===== config.mk =====
export PLATFORM = sky130hd
export DESIGN_NAME = truth_table_reader
export DESIGN_NICKNAME = d
export VERILOG_FILES = /design/src/rtl/truth_table_reader_pkg.sv /design/src/rtl/truth_table_reader_settle_timer.sv /design/src/rtl/truth_table_reader.sv
export SDC_FILE = /design/constraint.sdc
export NUM_CORES = 1
export LEC_CHECK = 0
export ABC_AREA = 1
export CAP_MARGIN = 20
export CELL_PAD_IN_SITES_DETAIL_PLACEMENT = 0
export CELL_PAD_IN_SITES_GLOBAL_PLACEMENT = 1
export CORE_ASPECT_RATIO = 0.75
export CORE_MARGIN = 4
export CORE_UTILIZATION = 34
export DETAILED_ROUTE_END_ITERATION = 8
export GPL_TIMING_DRIVEN = 0
export PLACE_DENSITY_LB_ADDON = 0.1
export SYNTH_ARGS = -nofsm -noshare
export SYNTH_HDL_FRONTEND = slang
export SYNTH_SLANG_ARGS = --single-unit
export TNS_END_PERCENT = 10

===== constraint.sdc =====
create_clock -name clk_i -period 2 [get_ports clk_i]
set_clock_uncertainty 0.2 [all_clocks]
set_input_delay 0.4 -clock clk_i [delete_from_list [all_inputs] [get_ports clk_i]]
set_output_delay 0.4 -clock clk_i [all_outputs]
set_load 0.02 [all_outputs]

===== src/rtl/truth_table_reader_pkg.sv =====
// Shared definitions for the truth-table scanner.
//   VEC_COUNT : number of input vectors scanned (all 4-input combinations)
//   IDX_W     : width of the vector index / stimulus bus
//   CNT_W     : width of the ones counter (must hold 0..VEC_COUNT)
//   state_e   : scanner FSM state encoding
package truth_table_reader_pkg;

    localparam int VEC_COUNT = 16;
    localparam int IDX_W     = 4;
    localparam int CNT_W     = $clog2(VEC_COUNT + 1);

    typedef enum logic [1:0] {
        ST_IDLE   = 2'd0,
        ST_SETTLE = 2'd1,
        ST_SAMPLE = 2'd2,
        ST_DONE   = 2'd3
    } state_e;

endpackage


===== src/rtl/truth_table_reader_settle_timer.sv =====
// settle_timer: loadable down-counter with a zero flag, used to hold each
// stimulus vector for a programmable number of idle cycles.
// Ports:
//   clk_i      : clock
//   rst_i      : synchronous active-high reset
//   load_i     : load load_val_i into the counter (has priority over dec_i)
//   load_val_i : value to load
//   dec_i      : decrement by one; saturates at zero
//   zero_o     : counter currently reads zero
module settle_timer #(
    parameter int W = 4
) (
    input  logic         clk_i,
    input  logic         rst_i,
    input  logic         load_i,
    input  logic [W-1:0] load_val_i,
    input  logic         dec_i,
    output logic         zero_o
);

    logic [W-1:0] cnt_q;
    logic [W-1:0] cnt_d;

    always_comb begin
        cnt_d = cnt_q;
        if (load_i) begin
            cnt_d = load_val_i;
        end else if (dec_i && (cnt_q != '0)) begin
            cnt_d = cnt_q - 1'b1;
        end
    end

    always_ff @(posedge clk_i) begin
        if (rst_i) begin
            cnt_q <= '0;
        end else begin
            cnt_q <= cnt_d;
        end
    end

    assign zero_o = (cnt_q == '0);

endmodule


===== src/rtl/truth_table_reader.sv =====
// truth_table_reader: walks a 4-input combinational function through all 16
// input vectors, captures its output into a truth table, counts the ones and
// flags the first vector that disagrees with a golden table.
//
// state  | meaning
// -------+-------------------------------------------------------------
// IDLE   | waiting for start; results from the last scan are held
// SETTLE | stimulus driven, waiting SETTLE cycles for r to settle
// SAMPLE | capture r for the current index, compare against expected
// DONE   | one-cycle completion pulse, then back to IDLE
//
// Ports:
//   clk_i        : clock
//   rst_i        : synchronous active-high reset, aborts a scan
//   start_i      : request a full scan (only honoured in IDLE)
//   expected_i   : golden table, bit i = expected r for index i
//   r_i          : output of the function under test
//   a_o..d_o     : registered stimulus, index = {a,b,c,d}, a = MSB
//   busy_o       : scan in progress (SETTLE/SAMPLE/DONE)
//   done_o       : one-cycle pulse at scan completion
//   table_o      : captured truth table
//   ones_cnt_o   : number of set bits in table_o
//   mismatch_o   : sticky, some sample differed from expected_i
//   fail_idx_o   : first mismatching index, valid while mismatch_o = 1
module truth_table_reader
    import truth_table_reader_pkg::*;
#(
    parameter int unsigned SETTLE = 1
) (
    input  logic                 clk_i,
    input  logic                 rst_i,
    input  logic                 start_i,
    input  logic [VEC_COUNT-1:0] expected_i,
    input  logic                 r_i,
    output logic                 a_o,
    output logic                 b_o,
    output logic                 c_o,
    output logic                 d_o,
    output logic                 busy_o,
    output logic                 done_o,
    output logic [VEC_COUNT-1:0] table_o,
    output logic [CNT_W-1:0]     ones_cnt_o,
    output logic                 mismatch_o,
    output logic [IDX_W-1:0]     fail_idx_o
);

    localparam logic [3:0]       SETTLE_VAL = 4'(SETTLE);
    localparam logic [IDX_W-1:0] LAST_IDX   = IDX_W'(VEC_COUNT - 1);

    state_e                state_q,  state_d;
    logic [IDX_W-1:0]      idx_q,    idx_d;
    logic [VEC_COUNT-1:0]  table_q,  table_d;
    logic [CNT_W-1:0]      ones_q,   ones_d;
    logic                  mis_q,    mis_d;
    logic [IDX_W-1:0]      fidx_q,   fidx_d;

    logic tmr_load;
    logic tmr_dec;
    logic tmr_zero;

    settle_timer #(
        .W (4)
    ) u_settle_timer (
        .clk_i      (clk_i),
        .rst_i      (rst_i),
        .load_i     (tmr_load),
        .load_val_i (SETTLE_VAL),
        .dec_i      (tmr_dec),
        .zero_o     (tmr_zero)
    );

    always_comb begin
        state_d  = state_q;
        idx_d    = idx_q;
        table_d  = table_q;
        ones_d   = ones_q;
        mis_d    = mis_q;
        fidx_d   = fidx_q;
        tmr_load = 1'b0;
        tmr_dec  = 1'b0;

        unique case (state_q)
            ST_IDLE: begin
                if (start_i) begin
                    state_d  = ST_SETTLE;
                    idx_d    = '0;
                    table_d  = '0;
                    ones_d   = '0;
                    mis_d    = 1'b0;
                    fidx_d   = '0;
                    tmr_load = 1'b1;
                end
            end
            ST_SETTLE: begin
                // The zero check happens on the counter's current value, so
                // SETTLE = 0 spends exactly one cycle here.
                if (tmr_zero) begin
                    state_d = ST_SAMPLE;
                end else begin
                    tmr_dec = 1'b1;
                end
            end
            ST_SAMPLE: begin
                table_d[idx_q] = r_i;
                if (r_i) begin
                    ones_d = ones_q + 1'b1;
                end
                // Only the first disagreement is recorded.
                if ((r_i != expected_i[idx_q]) && !mis_q) begin
                    mis_d  = 1'b1;
                    fidx_d = idx_q;
                end
                if (idx_q == LAST_IDX) begin
                    state_d = ST_DONE;
                end else begin
                    idx_d    = idx_q + 1'b1;
                    tmr_load = 1'b1;
                    state_d  = ST_SETTLE;
                end
            end
            ST_DONE: begin
                state_d = ST_IDLE;
            end
            default: begin
                state_d = ST_IDLE;
            end
        endcase
    end

    always_ff @(posedge clk_i) begin
        if (rst_i) begin
            state_q <= ST_IDLE;
            idx_q   <= '0;
            table_q <= '0;
            ones_q  <= '0;
            mis_q   <= 1'b0;
            fidx_q  <= '0;
        end else begin
            state_q <= state_d;
            idx_q   <= idx_d;
            table_q <= table_d;
            ones_q  <= ones_d;
            mis_q   <= mis_d;
            fidx_q  <= fidx_d;
        end
    end

    // The stimulus is the index register itself, so it only moves when the
    // index does: on entry to SETTLE.
    assign {a_o, b_o, c_o, d_o} = idx_q;
    assign busy_o     = (state_q != ST_IDLE);
    assign done_o     = (state_q == ST_DONE);
    assign table_o    = table_q;
    assign ones_cnt_o = ones_q;
    assign mismatch_o = mis_q;
    assign fail_idx_o = fidx_q;

endmodule


==> results.cfg, run 1 <==
[floorplanning]
die_w_um = 95.1
die_area_um2 = 6980
die_height_um = 73.3
rows = 23
floorplan.initialDensity_pct = 35.6
floorplan.io_pins = 52
core_area_um2 = 5440

[clocking]
clockBufferDepth = 2
cts_sinks = 36
postCtsSetupBuffers = 0
clkTransAtPathRegs_ns = 0.07
cts.htree.levels = 2
clkLatencyLatePin_ns = 0.28
num_cts_buffers = 5
cts_root_buffer = sky130_fd_sc_hd__clkbuf_8
cts_tree = done

[critical_path]
worst-r2r-cell-count = 12
wp_depth = 1
timing.critical_path.buf_inv = 1
critPathSlowestCell = sky130_fd_sc_hd__clkdlybuf4s50_1
cp_slowest_stage_delay_ns = 0.63
crit_required_ns = 1.40
critical_path.startpoint_type = register
cp_data_arrival_time_ns = 1.30
timing.reg2reg.setup_slack_ns = 0.25
cp_max_fo = 4
crit_chain = clkdlybuf4s50_1
path_delay_family = buffers and inverters
criticalPathCategory = register to primary output
critical_path.endpoint_type = primary output

[pwr]
max-vdd-ir-drop_uv = 268
cell_pwr_density_nw_per_um2 = 596
static-leakage-power_nw = 1.16

[logic_synthesis]
synth_top_family_by_area = simple AND/OR/NAND/NOR gates
synth.mux.area_fraction_pct = 0
synth_top_flop_cell = sky130_fd_sc_hd__dfxtp_1
syn_inst = 273
number_of_distinct_library_cells_after_synthesis = 31
async_reset_ff_share_pct = 0
yosys_register_bits = 36
syn_nets = 299
synthesis.yosys.warnings = 0
seq_area_frac_synth_pct = 37.2
synth_xor_area_share_pct = 0.452
syn-cell-area_um2 = 1940
yosys.area_share.adder_pct = 3.88
post_synth.cell_area_avg_um2 = 7.09
synth_simple_gate_area_share_pct = 30.6
synth_compound_gate_area_share_pct = 16.2
edff_count_synth = 0

[sta]
maximum_clock_frequency_mhz = 526
timing_worst_slew_pin_value_ns = 0.515
fin_tns_setup_ns = 0
relSlewSlack_pct = 65.7
period_share_pct = 95.0
timing.final.crit_period_ns = 1.90
hold_slack_ns = 0.265
setup_ws_ns = 0.0996
final_max_slew_viol_count = 0
grt_setup_unrepaired = false
hold_viol = 0
number_of_setup_violations_in_the_final_report = 0

[route]
drt-met1-wl_um = 2740
num_vias = 1865
routed-wl-met2_um = 2110
routed_wl_um = 5100
remaining_drc_errors = 0
post_dr_wirelength_cell_um = 12.6
route.met3.wl_um = 221
topRoutingLayerUsed = met4
detail_route.iter0.violations = 59
antenna_viol_nets_final = 0
drt-pass1-iter-count = 4
viasPerCell = 4.60

[placement]
gp_congestion = 0.789
hpwl_after_detailed_placement_um = 3900
preCtsSetupSlack_ns = -0.202
io_buffer_count = 50
dp.cells = 398

[global_route]
total_routing_resource_utilization_after_global_routing_pct = 15.7
grt_max_degree = 12
grt_remaining_overflow = 0
first_global_vias = 1784
grt_first_pass_wirelength_um = 8550
antenna_found_initial = 0

[layout]
most-common-layout-cells = sky130_fd_sc_hd__nand2_1, sky130_fd_sc_hd__clkdlybuf4s50_1, sky130_fd_sc_hd__dfxtp_1
total_nets_final = 356
mostFrequentLayoutCell = sky130_fd_sc_hd__nand2_1
antenna-diode-count = 0
register_area_um2 = 722
finalNonFillerCells = 405
drive_gt1_share_pct = 13.9
utilization_pct = 48.5
final.fill_count = 537
flow.area_growth_from_synthesis_pct = 36.2
multi_input_area_um2 = 988

[worst_hold_path]
whs_path_depth = 2
hold_path_class = register to register

[job]
max-cap-violations = 0

[status]
outcome = finished, final reports clean
## logic make-up (layout without fill, tap and decap cells)
| family | Yosys count | after routing |
|---|---|---|
| AOI/OAI and AO/OA | 51 | 51 |
| xor gates and xnor gates | 1 | 1 |
| adders and majority gates | 6 | 6 |
| buffers and inverters | 55 | 112 |
| DFF | 36 | 36 |
| and+or+nand+nor | 124 | 124 |
## flip-flops by register name, indices dropped and copies added (netlist names)
signal,cells
u_settle_timer.cnt_q,4
table_o,16
ones_cnt_o,5
idx_q,4
fail_idx_o,4
state_q,2
mismatch_o,1
## synth_stat cells (all sizes together), types with 4 or more instances
| library cell | instances | area [um2] |
|---|---|---|
| ha | 6 | 75.1 |
| inv | 46 | 173 |
| nand4 | 5 | 31.3 |
| nor3 | 7 | 45.0 |
| nand2 | 62 | 253 |
| o21ai | 12 | 60.1 |
| dfxtp | 36 | 721 |
| a21oi | 23 | 115 |
| clkbuf | 4 | 15.0 |
| a211oi | 12 | 90.1 |
| buf | 5 | 38.8 |
| nand3 | 19 | 100 |
| nor2 | 28 | 135 |
## layer usage
layer | GRT usage (%) | up-vias
met1 | 22.3 | 841
met5 | 0 | -
met2 | 23.7 | 25
met4 | 3.36 | 0
li1 | - | 997
met3 | 4.30 | 2
## layout make-up
cell class	instances	share of cell area (%)
timing repair buffer	50	19.3
sequential	36	27.4
tap	75	3.56
multi-input combinational	182	37.5
inverter	46	6.55
buffer	9	2.04
clock buffer	7	3.65
## path summary, 6_finish.rpt
path,from,end
max reg2reg,idx_q[0],fail_idx_o[3]
max,ones_cnt_o[0],ones_cnt_o[0]
min reg2reg,table_o[12],table_o[12]
min,table_o[12],table_o[12]
## report_power, final
group / leakage, nW / internal, mW / switching [mW]
Combinational: 0.819 / 0.108 / 0.168
Sequential: 0.291 / 0.730 / 0.0105
Clock: 0.0503 / 0.307 / 0.249
Total: 1.16 / 1.14 / 0.427
## what timing repair did
item	4_1_cts	5_1_grt
endpoints found under the setup margin	2	5
hold endpoints to repair	0	0
gates resized for setup	2	4
hold buffers	0	0
pin swaps	0	0
## stage by stage
step	total power [mW]	area, um2
final	1.57	2640
after global routing	1.65	2640
after CTS	1.60	2630
after detailed placement	1.04	2530
after global placement	1.04	2530
after floorplan	0.938	1940
Note: power is estimated with default switching activity, not from simulation.
==> inputs of run 2 (changes only) <==
- CORE_MARGIN: 4 -> 10
==> results.cfg, run 2 (synthesized netlist as in run 1, its figures left out) <==
[global_route]
grt_max_degree = 12
grt_remaining_overflow = 0
total_routing_resource_utilization_after_global_routing_pct = 12.1
antenna_found_initial = 0
first_global_vias = 1777
grt_first_pass_wirelength_um = 8980

[clocking]
clkLatencyLatePin_ns = 0.28
clkTransAtPathRegs_ns = 0.08
cts_root_buffer = sky130_fd_sc_hd__clkbuf_8
cts_tree = done
cts_sinks = 36
clockBufferDepth = 2
cts.htree.levels = 2
num_cts_buffers = 5
ctsHoldBuffers = 0

[placement]
gp_congestion = 0.795
io_buffer_count = 50
preCtsSetupSlack_ns = -0.221
dp.cells = 398
hpwl_after_detailed_placement_um = 4270
dpl_cell_area_um2 = 2530

[floorplanning]
die_w_um = 107
die_area_um2 = 9140
core_area_um2 = 5440
floorplan.initialDensity_pct = 35.6
floorplan.io_pins = 52
rows = 23
die_height_um = 85.3

[critical_path]
cp_data_arrival_time_ns = 1.30
criticalPathCategory = register to primary output
timing.critical_path.buf_inv = 1
crit_required_ns = 1.40
path_delay_family = buffers and inverters
critical_path.endpoint_type = primary output
critical_path.startpoint_type = register
cp_slowest_stage_delay_ns = 0.63
crit_chain = clkdlybuf4s50_1
cp_max_fo = 4
critPathSlowestCell = sky130_fd_sc_hd__clkdlybuf4s50_1

[sta]
setup_ws_ns = 0.0970
maximum_clock_frequency_mhz = 525
fin_tns_setup_ns = 0
final_max_slew_viol_count = 0
hold_viol = 0
timing.final.crit_period_ns = 1.90
hold_slack_ns = 0.276
grt_setup_unrepaired = false
number_of_setup_violations_in_the_final_report = 0
timing_worst_slew_pin_value_ns = 0.512
relSlewSlack_pct = 65.9
period_share_pct = 95.2

[layout]
flow.area_growth_from_synthesis_pct = 35.7
mostFrequentLayoutCell = sky130_fd_sc_hd__nand2_1
total_nets_final = 356
utilization_pct = 48.3
antenna-diode-count = 0
most-common-layout-cells = sky130_fd_sc_hd__nand2_1, sky130_fd_sc_hd__clkdlybuf4s50_1, sky130_fd_sc_hd__dfxtp_1
largest_register_ffs = 16
multi_input_area_um2 = 988
postLayoutCellArea_um2 = 2630
finalNonFillerCells = 406
final.fill_count = 552
drive_gt1_share_pct = 14.5
register_area_um2 = 723

[pwr]
max-vdd-ir-drop_uv = 306
static-leakage-power_nw = 1.13
power.total_mw = 1.55
cell_pwr_density_nw_per_um2 = 591

[route]
antenna_viol_nets_final = 0
drt-pass1-iter-count = 4
remaining_drc_errors = 0
viasPerCell = 4.53
routed_wl_um = 5430
post_dr_wirelength_cell_um = 13.4
num_vias = 1841
detail_route.iter0.violations = 95

[status]
outcome = finished, final reports clean

[worst_hold_path]
hold_path_class = register to register

[job]
max-cap-violations = 0
==> run 2: final timing paths <==
path	startpoint	endpoint	slack (ns)	cells after the start
hold / removal	fail_idx_o[2]	fail_idx_o[2]	0.28	2
setup reg to reg	idx_q[1]	u_settle_timer.cnt_q[0]	0.31	8
setup / recovery	ones_cnt_o[1]	ones_cnt_o[1]	0.1	1
hold reg to reg	fail_idx_o[2]	fail_idx_o[2]	0.28	2
==> run 2: what timing repair did <==
| item | CTS | global route |
|---|---|---|
| buffers inserted | 0 | 0 |
| pin swaps | 0 | 0 |
| resized for setup | 4 | 3 |
| setup endpoints to repair | 3 | 4 |
==> run 2: routing by layer <==
metal / vias up / track usage [%] / routed length [um]
met4: 0 / 2.58 / 23
met3: 2 / 5.06 / 451
li1: 1006 / - / -
met5: - / 0 / 0
met1: 793 / 16.0 / 2670
met2: 40 / 18.0 / 2280
==> run 2: cell type report <==
class	instances	area share, %
inverters	46	6.57
flip-flops and latches	36	27.5
well taps	75	3.57
clock inverters	2	0.381
plain buffers	9	2.05
multi-input cells	182	37.6
clock buffers	6	3.14
repair buffers	50	19.1
==> run 2: power breakdown <==
part           total, mW  switching, mW  leakage (nW)  internal [mW]
clock              0.534          0.259        0.0510          0.275
combinational      0.277          0.170         0.792          0.107
sequential         0.740         0.0102         0.292          0.730
==> RTL change: new RTL, flow settings as in run 2 <==
The package constant `VEC_COUNT` goes from 16 to 32.
--- a/src/rtl/truth_table_reader_pkg.sv
+++ b/src/rtl/truth_table_reader_pkg.sv
@@ -5,7 +5,7 @@
 //   state_e   : scanner FSM state encoding
 package truth_table_reader_pkg;
 
-    localparam int VEC_COUNT = 16;
+    localparam int VEC_COUNT = 32;
     localparam int IDX_W     = 4;
     localparam int CNT_W     = $clog2(VEC_COUNT + 1);
 
Ports: changed (resized expected_i, ones_cnt_o and table_o); port bits go from 52 to 85. No check against the original RTL was run, so the function may have changed too.
==> RTL change against run 2 <==
Via count is 11% higher; worst setup slack worse by 0.023 ns; area after synthesis is 7.8% higher; largest power group unchanged; final area is 9.7% higher; critical endpoint is now ones_cnt_o[0]; total power is 14% higher; wire length is 11% higher; die area is 6.1% higher; sequential cell count is 1 higher.
==> RTL change: results (changes against run 2) <==
GRT
  • First-pass GRT wire length: 10.2 mm (+14%)
  • Vias in the first global route: 2048 (+15%)
  • Largest net degree at the start of global routing: 12 (unchanged)
  • Total GRT Usage: 12.6% (+0.50 points)
  • Initial antenna violation count: 0 (unchanged)

Finish
  • Layout cells sized above 1: 15.5% (+0.97 points)
  • Layout Cells excl Fill: 440 (+8.4%)
  • Nets: 403 (+13%)
  • Max FFs per register: 16 (unchanged)
  • ANT cells: 0 (unchanged)

Logic synthesis
  • Area contributors post-synth: dfxtp_1 36%, nand2_1 9.5%, inv_1 6.3%, buf_4 6.1%, a211oi_1 5.4%
  • Avg Cell Area, Syn: 7.24 sq um (+2.1%)
  • Most frequent cell after synthesis: nand2_1
  • Yosys warns: 0 (unchanged)
  • Predominant post-synthesis flop cell: dfxtp_1
  • Synth cell types: 35 (+13%)
  • Seq/Total Area, Yosys: 35.5% (-1.7 points)
  • Synth cell count leaders: 53 x nand2_1, 37 x dfxtp_1, 35 x inv_1, 22 x a21oi_1, 18 x nand3_1

Clock network
  • Worst skew pair latency: 0.29 ns
  • Cts hold-fix bufs: 0 (unchanged)
  • Clock transition at path regs: 0.07 ns
  • H-tree depth: 2 (unchanged)
  • Max Root-Sink Buffers: 2 (unchanged)

Place
  • Dpl cells: 432 (+8.5%)
  • Pre-CTS setup slack: -0.184 ns (+0.0369 ns)
  • Placement-stage cell area: 2750 sq um (+8.7%)
  • IO Port Bufs: 51 (+2.0%)
  • Placer's final routability congestion estimate: 0.777 (-2.3%)
  • Detailed Place HPWL: 4.70 mm (+10%)

Drt
  • DR pass1 iterations: 4 (unchanged)
  • Vias per std cell: 4.65 (+2.4%)
  • Initial drt markers: 67 (-29%)
  • Total Routed Length: 6.04 mm (+11%)

Outcome
  • Status: finished clean

Critical path
  • Worst EP arrival: 1.33 ns (+0.03 ns)
  • Critical path's slowest cell: clkdlybuf4s50_1
  • Worst Path Max Fanout: 5 (+1)

Power and ir drop
  • Max VDD drop: 267 uV (-13%)
  • Leakage: 1.30 nW (+14%)

STA
  • Max-Slew Margin vs Limit: 66.1% (+0.22 points)

Worst hold path
  • Type of the tightest min-delay check: input pin to register
==> RTL change: cell types whose count changed in the layout (fill, tap and decap cells not counted), sizes merged, moves of 2 or more <==
| cell | change |
|---|---|
| buf | +18 |
| conb | +16 |
| nor2 | -10 |
| nor4 | +6 |
| a211oi | +3 |
| nand2 | -3 |
| and3 | +2 |
| inv | -2 |
==> RTL change: metal layers <==
| layer | vias to the layer above | track usage (%) | part of all wire, % |
|---|---|---|---|
| met1 | 904 | 15.4 | 49 |
| met5 | - | 0 | 0 |
| met2 | 62 | 19.8 | 41 |
| met3 | 7 | 4.71 | 8.3 |
| met4 | 0 | 5.31 | 1.7 |
| li1 | 1071 | - | - |
==> RTL change: path summary, 6_finish.rpt <==
| check | start | to | slack (ns) | cells after the start |
|---|---|---|---|---|
| setup reg to reg | idx_q[1] | u_settle_timer.cnt_q[0] | 0.12 | 10 |
| hold / removal | rst_i | table_o[5] | 0.24 | 2 |
| setup / recovery | ones_cnt_o[0] | ones_cnt_o[0] | 0.07 | 1 |
| hold reg to reg | ones_cnt_o[5] | ones_cnt_o[5] | 0.27 | 2 |
==> RTL change: per-stage QoR <==
| stage | TNS, ns | util (%) |
|---|---|---|
| 2_1_floorplan | 0 | - |
| 6_report | 0 | 49.0 |
| 5_1_grt | -0.00463 | 49.0 |
| 3_3_place_gp | -0.403 | 46.7 |
| 3_5_place_dp | -0.579 | 46.7 |
| 4_1_cts | 0 | 48.7 |
==> RTL change: kinds of logic (layout without fill, tap and decap cells) <==
| logic type | Yosys count | in the layout | share of synthesized area [%] |
|---|---|---|---|
| DFF | 37 | 37 | 35.5 |
| and+or+nand+nor | 120 | 120 | 27.4 |
| adders and majority gates | 6 | 6 | 3.60 |
| AOI/OAI and AO/OA | 54 | 54 | 16.7 |
| other | 1 | 16 | 0.180 |
| buffers and inverters | 70 | 129 | 16.6 |
==> RTL change: report_power, final <==
group	internal [mW]	leakage (nW)	total, mW	switching, mW
logic	0.132	0.939	0.337	0.205
clock network	0.407	0.0585	0.674	0.268
registers	0.751	0.300	0.764	0.0133
total	1.29	1.30	1.78	0.486
==> RTL change: final cells by class <==
| cell class | count | area [sq um] |
|---|---|---|
| plain buffers | 25 | 178 |
| clock buffers | 7 | 86.3 |
| clock inverters | 1 | 30.0 |
| fillers | 631 | 3000 |
| inverters | 45 | 169 |
| multi-input cells | 196 | 1060 |
| flip-flops and latches | 37 | 746 |
| well taps | 78 | 97.6 |
| repair buffers | 51 | 514 |
==> RTL change: repair_timing <==
item | 4_1_cts | 5_1_grt
buffers inserted | 0 | 0
gates resized for setup | 4 | 6
hold endpoints to repair | 0 | 0
endpoints found under the setup margin | 4 | 7
